`config.mk`:
```
export PLATFORM = sky130hd
export DESIGN_NAME = xlr8_pcint_ctrl
export DESIGN_NICKNAME = d
export VERILOG_FILES = /design/src/rtl/xlr8_pcint_pkg.sv /design/src/rtl/xlr8_pcint_arb.sv /design/src/rtl/xlr8_pcint_ctrl.sv
export SDC_FILE = /design/constraint.sdc
export NUM_CORES = 1
export LEC_CHECK = 0
export CORE_MARGIN = 4
export CORE_UTILIZATION = 37
export CTS_CLUSTER_DIAMETER = 60
export DETAILED_ROUTE_END_ITERATION = 12
export PLACE_DENSITY_LB_ADDON = 0.25
export SETUP_SLACK_MARGIN = 0.15
export SLEW_MARGIN = 20
export SYNTH_ARGS = -nofsm -noshare
export SYNTH_HDL_FRONTEND = slang
export SYNTH_SLANG_ARGS = --single-unit
```
`constraint.sdc`:
```
create_clock -name clk -period 1.7 [get_ports clk]
set_input_delay 0.34 -clock clk [delete_from_list [all_inputs] [get_ports clk]]
set_output_delay 0.34 -clock clk [all_outputs]
set_load 0.05 [all_outputs]
```
`src/rtl/xlr8_pcint_pkg.sv`:
```
// -----------------------------------------------------------------------------
// xlr8_pcint_pkg
// Shared definitions for the pin-change interrupt controller:
//   - handshake FSM state type
//   - default PCICR / PCIFR register addresses
//   - data-memory mapping threshold and the port-count ceiling
//   - helper that classifies a register address as DM- or I/O-mapped
// No ports (package).
// -----------------------------------------------------------------------------
package xlr8_pcint_pkg;

  localparam int         MAX_PORTS      = 8;
  localparam logic [7:0] DM_THRESHOLD   = 8'h60;
  localparam logic [7:0] PCICR_DEF_ADDR = 8'h68;
  localparam logic [7:0] PCIFR_DEF_ADDR = 8'h1B;

  typedef enum logic [1:0] {
    IDLE = 2'd0,
    REQ  = 2'd1,
    HOLD = 2'd2
  } pcint_state_e;

  // Addresses at or above the threshold live in data memory, below it in I/O.
  function automatic logic is_dm_mapped(input logic [7:0] addr);
    return addr >= DM_THRESHOLD;
  endfunction

endpackage

```
`src/rtl/xlr8_pcint_arb.sv`:
```
// -----------------------------------------------------------------------------
// xlr8_pcint_arb
// Fixed-priority picker (lowest index wins) feeding a one-hot grant register.
// The grant only changes when load is asserted, so it stays stable for the
// whole life of a request.
// Ports:
//   clk    in   core clock
//   rst    in   synchronous reset, active-high
//   load   in   capture the current pick into the grant register
//   req    in   NUM_PORTS pending request vector
//   grant  out  NUM_PORTS one-hot registered grant (0 after reset)
// -----------------------------------------------------------------------------
module xlr8_pcint_arb
  import xlr8_pcint_pkg::*;
#(
  parameter int NUM_PORTS = 3
) (
  input  logic                 clk,
  input  logic                 rst,
  input  logic                 load,
  input  logic [NUM_PORTS-1:0] req,
  output logic [NUM_PORTS-1:0] grant
);

  logic [NUM_PORTS-1:0] pick;

  // Two's-complement trick isolates the lowest set bit.
  assign pick = req & (~req + NUM_PORTS'(1));

  always_ff @(posedge clk) begin
    if (rst) begin
      grant <= '0;
    end else if (load) begin
      grant <= pick;
    end
  end

endmodule

```
`src/rtl/xlr8_pcint_ctrl.sv`:
```
// -----------------------------------------------------------------------------
// xlr8_pcint_ctrl
// Pin-change interrupt controller above the per-port GPIO blocks. Captures
// each port's pin-change event into a PCIFR flag, gates flags with PCICR
// enables and presents one pending port at a time to the core through a
// request/acknowledge handshake. Owns PCICR and PCIFR on the I/O / DM bus.
//
// Build option: define XLR8_PCINT_GLITCH_FILTER_EN to require pcifr_set to be
// high for two consecutive cycles before a flag sets (one extra cycle of
// latency, single-cycle pulses ignored). Undefined: raw rising edge.
//
// Ports:
//   clk, rst            core clock, synchronous active-high reset
//   clken               register-write qualifier
//   adr, iore, iowe     I/O address and strobes
//   ramadr, ramre,
//   ramwe, dm_sel       data-memory address, strobes and select
//   dbus_in / dbus_out  write data / combinational read data
//   io_out_en           read-data valid
//   pcifr_set           per-port pin-change event level
//   pc_irq              one-hot interrupt request to the core
//   pc_irq_ack          per-port acknowledge from the core
//   pcint_active        high while a request is outstanding (REQ or HOLD)
// -----------------------------------------------------------------------------
module xlr8_pcint_ctrl
  import xlr8_pcint_pkg::*;
#(
  parameter int         NUM_PORTS     = 3,
  parameter logic [7:0] PCICR_ADDR    = PCICR_DEF_ADDR,
  parameter logic [7:0] PCIFR_ADDR    = PCIFR_DEF_ADDR,
  parameter logic [7:0] PCICR_RST_VAL = 8'h00
) (
  input  logic                 clk,
  input  logic                 rst,
  input  logic                 clken,
  input  logic [5:0]           adr,
  input  logic [7:0]           dbus_in,
  output logic [7:0]           dbus_out,
  input  logic                 iore,
  input  logic                 iowe,
  output logic                 io_out_en,
  input  logic [7:0]           ramadr,
  input  logic                 ramre,
  input  logic                 ramwe,
  input  logic                 dm_sel,
  input  logic [NUM_PORTS-1:0] pcifr_set,
  output logic [NUM_PORTS-1:0] pc_irq,
  input  logic [NUM_PORTS-1:0] pc_irq_ack,
  output logic                 pcint_active
);

  localparam logic CR_DM = is_dm_mapped(PCICR_ADDR);
  localparam logic FR_DM = is_dm_mapped(PCIFR_ADDR);

  // ---------------------------------------------------------------------------
  // Register decode
  // ---------------------------------------------------------------------------
  logic pcicr_sel, pcicr_re, pcicr_we;
  logic pcifr_sel, pcifr_re, pcifr_we;

  assign pcicr_sel = CR_DM ? (dm_sel && (ramadr == PCICR_ADDR))
                           : (adr == PCICR_ADDR[5:0]);
  assign pcifr_sel = FR_DM ? (dm_sel && (ramadr == PCIFR_ADDR))
                           : (adr == PCIFR_ADDR[5:0]);

  assign pcicr_re = pcicr_sel && (CR_DM ? ramre : iore);
  assign pcicr_we = pcicr_sel && (CR_DM ? ramwe : iowe);
  assign pcifr_re = pcifr_sel && (FR_DM ? ramre : iore);
  assign pcifr_we = pcifr_sel && (FR_DM ? ramwe : iowe);

  // Upper data bits are only meaningful when all eight ports are present.
  if (NUM_PORTS < MAX_PORTS) begin : g_unused
    logic unused_dbus_hi;
    assign unused_dbus_hi = ^dbus_in[7:NUM_PORTS];
  end

  // ---------------------------------------------------------------------------
  // PCICR
  // ---------------------------------------------------------------------------
  logic [NUM_PORTS-1:0] pcicr;

  // NOTE: state registers use non-blocking assignments so every flop samples
  // the pre-edge values of its neighbours; blocking here would create
  // order-dependent simulation races.
  always_ff @(posedge clk) begin
    if (rst) begin
      pcicr <= PCICR_RST_VAL[NUM_PORTS-1:0];
    end else if (clken && pcicr_we) begin
      pcicr <= dbus_in[NUM_PORTS-1:0];
    end
  end

  // ---------------------------------------------------------------------------
  // Pin-change event detection
  // ---------------------------------------------------------------------------
  logic [NUM_PORTS-1:0] set_vec;

`ifdef XLR8_PCINT_GLITCH_FILTER_EN
  // lvl_q holds last cycle's level; filt_q is the "high for two cycles"
  // level as seen one cycle ago, so set fires on its rising edge.
  logic [NUM_PORTS-1:0] lvl_q, filt_q;

  always_ff @(posedge clk) begin
    if (rst) begin
      lvl_q  <= '0;
      filt_q <= '0;
    end else begin
      lvl_q  <= pcifr_set;
      filt_q <= pcifr_set & lvl_q;
    end
  end

  assign set_vec = pcifr_set & lvl_q & ~filt_q;
`else
  logic [NUM_PORTS-1:0] prev_q;

  always_ff @(posedge clk) begin
    if (rst) begin
      prev_q <= '0;
    end else begin
      prev_q <= pcifr_set;
    end
  end

  assign set_vec = pcifr_set & ~prev_q;
`endif

  // ---------------------------------------------------------------------------
  // PCIFR flags: set beats clear so an event arriving during a clear survives.
  // ---------------------------------------------------------------------------
  logic [NUM_PORTS-1:0] pcifr, clr_vec, pending;

  assign clr_vec = ((clken && pcifr_we) ? dbus_in[NUM_PORTS-1:0] : '0)
                 | (pc_irq_ack & pc_irq);

  always_ff @(posedge clk) begin
    if (rst) begin
      pcifr <= '0;
    end else begin
      pcifr <= set_vec | (pcifr & ~clr_vec);
    end
  end

  assign pending = pcifr & pcicr;

  // ---------------------------------------------------------------------------
  // Read path (combinational, zero latency)
  // ---------------------------------------------------------------------------
  // NOTE: every combinational output gets a default before any conditional
  // assignment; a path that leaves it unassigned would infer a latch.
  always_comb begin
    dbus_out = '0;
    if (pcicr_re) dbus_out = dbus_out | 8'(pcicr);
    if (pcifr_re) dbus_out = dbus_out | 8'(pcifr);
  end

  assign io_out_en = pcicr_re || pcifr_re;

  // ---------------------------------------------------------------------------
  // Handshake FSM
  // ---------------------------------------------------------------------------
  pcint_state_e         state, state_nxt;
  logic                 grant_load;
  logic [NUM_PORTS-1:0] grant;

  xlr8_pcint_arb #(
    .NUM_PORTS (NUM_PORTS)
  ) u_arb (
    .clk   (clk),
    .rst   (rst),
    .load  (grant_load),
    .req   (pending),
    .grant (grant)
  );

  always_ff @(posedge clk) begin
    if (rst) begin
      state <= IDLE;
    end else begin
      state <= state_nxt;
    end
  end

  always_comb begin
    state_nxt  = state;
    grant_load = 1'b0;
    unique case (state)
      IDLE: begin
        if (|pending) begin
          grant_load = 1'b1;
          state_nxt  = REQ;
        end
      end
      REQ: begin
        if (|(pc_irq_ack & grant)) begin
          state_nxt = HOLD;
        end else if (!(|(pending & grant))) begin
          state_nxt = IDLE;
        end
      end
      HOLD:    state_nxt = IDLE;
      default: state_nxt = IDLE;
    endcase
  end

  // The request is masked by pending so a software clear or disable withdraws
  // it immediately; the FSM then returns to IDLE on the following edge.
  always_comb begin
    pc_irq       = '0;
    pcint_active = 1'b0;
    unique case (state)
      REQ: begin
        pc_irq       = grant & pending;
        pcint_active = 1'b1;
      end
      HOLD:    pcint_active = 1'b1;
      default: ;
    endcase
  end

endmodule

```
* Yosys cells after proc, flatten, opt, wreduce, memory -nomap -nowiden
Index checks and enable logic that the tools add are counted.
Operators by class: add/subtract/negate cells 1, equal/unequal tests 6, muxes and demuxes 11, bitwise operators 13, reductions and logical operators 14
Operators with widths (number):
- $and A3 B3 Y3 | 7
- $mux W3 | 3
- $not A3 Y3 | 3
- $reduce_or A3 Y1 | 3
- $eq A8 B7 Y1 const B | 1
- $mux W8 | 1
- $or A8 B3 Y8 | 1
- $logic_and A1 B1 Y1 | 7
- $eq A6 B5 Y1 const B | 1
- $mux W2 | 3
- $or A3 B3 Y3 | 2
- $pmux W2 S2 | 1
- $add A3 B1 Y3 const B | 1
- $mux W1 | 3
- $ne A3 B3 Y1 const B | 1
- $eq A2 B1 Y1 const B | 1
- $eq A2 B2 Y1 const B | 1
- $logic_not A2 Y1 | 1
- $ne A2 B2 Y1 const B | 1
- $reduce_and A2 Y1 | 1
- $reduce_or A2 Y1 | 1
- $logic_or A1 B1 Y1 | 1
Word-level totals: register bits 14, input port bits 36, output and inout bits 13, logic and storage cells 50

* Longest topological paths before layout
word-level depth 8, depth in mapped cells 6, mapped depth without buffers 6

* Cells and area by module
A second synthesis with hierarchy kept.
Second synthesis, totals: cells, all modules 96, area total of the unflattened synthesis 858.3 µm²
Modules (own cells, without submodules):
- xlr8_pcint_ctrl | times used 1, cells an instance 85, area each 743.2 µm², sequential area each 220.2 µm²
- xlr8_pcint_arb | times used 1, cells an instance 11, area each 115.1 µm², sequential area each 60.1 µm²

* Least setup slack after synthesis
OpenSTA, ideal clock, no wires.
kind input-to-output, start input port ramadr[1], end output port dbus_out[0], arrival 1.592 ns, required time 1.360 ns, setup slack -0.232 ns, stages 3, buffers on the path 0, path through or3_4 nor4_1 a22o_1
Between the ends: longest elaborated chain between the ends 6
Ends and longest elaborated chain:
- start, declared | RTL line xlr8_pcint_ctrl.sv:42 | input logic [7:0] ramadr,
- $eq A8 B7 Y1 (*) | RTL line xlr8_pcint_ctrl.sv:61 | assign pcicr_sel = CR_DM ? (dm_sel && (ramadr == PCICR_ADDR))
- $logic_and A1 B1 Y1 (*) | RTL line xlr8_pcint_ctrl.sv:61
- $logic_and A1 B1 Y1 (*) | RTL line xlr8_pcint_ctrl.sv:66 | assign pcicr_re = pcicr_sel && (CR_DM ? ramre : iore);
- $mux W3 (*) | RTL line xlr8_pcint_ctrl.sv:153 | if (pcicr_re) dbus_out = dbus_out | 8'(pcicr);
- $or A8 B3 Y8 | RTL line xlr8_pcint_ctrl.sv:154 | if (pcifr_re) dbus_out = dbus_out | 8'(pcifr);
- $mux W8 (*) | RTL line xlr8_pcint_ctrl.sv:154
- end, declared | RTL line xlr8_pcint_ctrl.sv:38 | output logic [7:0] dbus_out,
Mark *: on every way between the ends. The rest lies on a longest branch, timed or not.

* Final worst setup path
start input port ramadr[1], end output port dbus_out[1]
Same word-level chain as after synthesis.

==> metrics <==
largest net degree at the start of global routing 9; Hold WC Path Type in -> reg; Longest Clk Path Bufs 2; FP Rows 16; Power Density 446.7 nW/um2; Total Routed Length 2972 um; fin. max-slew vios 0; largest cells by area after synthesis dfxtp_1 (34%), mux2i_1 (4.8%), buf_4 (4.5%), nand2_1 (4.5%), nor2b_1 (4.5%); GRT overflow 0; Initial Util 0.4075; r2r worst-path depth 9; Setup violations, final 4; All-Layer GR Usage 0.1850; Final WS setup -0.03393 ns; 1st-pass router iterations 5; Setup crit end kind primary output; htree depth 1; final hold viol count 0; top cell type's share of synthesized area 0.3368; Total Nets Final 193; worst flop-to-flop path startpoint u_arb.grant[1]; DR vias 982; startpoint types input port; Max Clk Rate 0.5767 GHz; clock root buffer clkbuf_4; Synth area leader dfxtp_1; DPL Wire Length 2013 um; first-pass GRT wire length 4705 um; Setup Skew 0.01452 ns; # diodes 0; Main synth FF type dfxtp_1; worst hold endpoint pcifr[2]; initial drt markers 35; Clk Latency, worst-skew pair 0.29 ns; CTS tree yes; total of flip-flops plus latches after synthesis 14; Yosys cell types 37; Seq/Total Area, Yosys 0.3368; Commonest cells post-synth dfxtp_1 (14), nand2_1 (10), nor2b_1 (6); Routed Antenna Nets 0; leak pwr 0.0007460 uW; fin crit share 1.020; RSZ-0062 raised after global routing true; die height 55.42 um; failing checks negative setup slack; WP data arrival 1.39 ns; fin util 0.8070; vias in the first global route 1,004; CTS sink cnt 14; ys async rst share 0; Hold Crit Depth 3; CP max FO 4; YS warnings 0; Wirelength per Cell 16.42 um; IO Pins 49; hold wc startpoint pc_irq_ack[2]; power consumption 736.2 uW; DIE WIDTH 55.42 um; max-cap violation count 0; FF-to-FF End state[1]; fill count 130; Hold Slack 0.4678 ns; synthesized area per cell 8.758 um2; Setup CP Type in -> out; Post-synth EDFFs 0; # port buffers 38; status finished, violations left; TritonCTS Buffers 3; Remaining DRCs 0; layout cell share with drive strength beyond 1 0.4675; R2R Setup Slk 0.09 ns; CP required 1.36 ns; core area 2042 um2; P&R area growth vs syn 98.05%; RD Place Congestion 0.8074; Cells after Synth 95; min Tclk post-route 1.734 ns; VDD IR max 528.5 uV; synthesized cell area 832.0 um2; top-count cell post-synth dfxtp_1; initial antenna violation count 0; vias per inst 5.425; clock-pin slew on the worst setup and hold paths 0.08 ns; die area 3071 um2; Setup WS pre-CTS -0.4279 ns
[layout by cell type (no fill, tap or decap), types with 2 or more instances in the layout]
cell type / count
buf_4: 15
clkdlybuf4s50_1: 11
nand2_1: 10
buf_6: 8
buf_12: 8
nor2b_1: 6
dfxtp_4: 6
conb_1: 5
dlymetal6s2s_1: 5
dfxtp_1: 5
and3_4: 4
mux2i_1: 4
dlygate4sd2_1: 4
buf_2: 4
a22o_4: 3
inv_1: 3
o21ai_0: 3
a21oi_1: 3
nor2_1: 3
nand4_1: 3
a41o_1: 3
clkbuf_4: 3
dfxtp_2: 3
and2_4: 2
nor4_4: 2
and3_1: 2
a31oi_1: 2
ha_4: 2
clkdlybuf4s15_1: 2
[power by group]
part / switching [uW] / total [uW] / internal, uW
Sequential: 12.7 / 344 / 331
Combinational: 63.1 / 145 / 81.8
Clock: 117 / 247 / 131
Total: 193 / 736 / 544
[routing by layer]
layer | global-route usage | share of wire | vias to the layer above
met5 | 0 | 0 | -
met4 | 0.02083 | 0.023 | 0
met3 | 0.04429 | 0.065 | 12
met2 | 0.3429 | 0.51 | 52
met1 | 0.2194 | 0.40 | 455
li1 | - | - | 463
[worst max-delay path, cell delays in order]
cell	delay [ns]
buf_6	0.09
or3_4	0.39
nor4_4	0.13
buf_4	0.18
a22o_4	0.14
buf_12	0.13
[kinds of logic (layout without fill, tap and decap cells)]
logic type / count (synthesis) / count (layout) / share of synthesized area
compound gates: 21 / 21 / 0.1865
buf+inv: 12 / 67 / 0.07969
simple gates: 41 / 41 / 0.3143
flops: 14 / 14 / 0.3368
mux: 4 / 4 / 0.04812
other cells: 1 / 5 / 0.004507
fa+ha+maj: 2 / 2 / 0.03007
[worst max-delay path by stage]
stage | start | endpoint | slack [ns]
2_1_floorplan | ramadr[1] | dbus_out[0] | 0.09
3_3_place_gp | ramadr[1] | dbus_out[0] | -0.37
3_5_place_dp | ramadr[1] | dbus_out[0] | -0.43
4_1_cts | ramadr[2] | dbus_out[0] | -0.17
5_1_grt | ramadr[1] | dbus_out[1] | -0.1
6_report | ramadr[1] | dbus_out[1] | -0.03
[area by class of cell]
cell class	instances	area, um2	share of cell area
multi-input cells	73	634.4	0.3850
clock buffers	4	36.28	0.02202
repair buffers	58	615.6	0.3736
inverters	5	21.27	0.01291
flip-flops and latches	14	306.5	0.1860
well taps	27	33.78	0.02050
[state kept, by name, indices dropped and copies added (netlist names)]
register / count
u_arb.grant: 3
prev_q: 3
pcicr: 3
state: 2
pcifr: 3
[metrics by stage]
step | instance area, um2 | instances | TNS [ns]
2_1_floorplan | 890.9 | 99 | 0
3_3_place_gp | 1375 | 162 | -2.823
3_5_place_dp | 1375 | 162 | -3.278
4_1_cts | 1524 | 173 | -0.6655
5_1_grt | 1648 | 181 | -0.4217
6_report | 1648 | 181 | -0.1261
[repair_timing]
item                                   in CTS  in global routing
hold buffers                                0                  0
endpoints found under the hold margin       0                  0
pin swaps                                  13                 19
resized for setup                          55                 24
setup buffers                               7                  8
setup endpoints to repair                  12                 12
No activity file was read; power rests on OpenSTA's default activity.
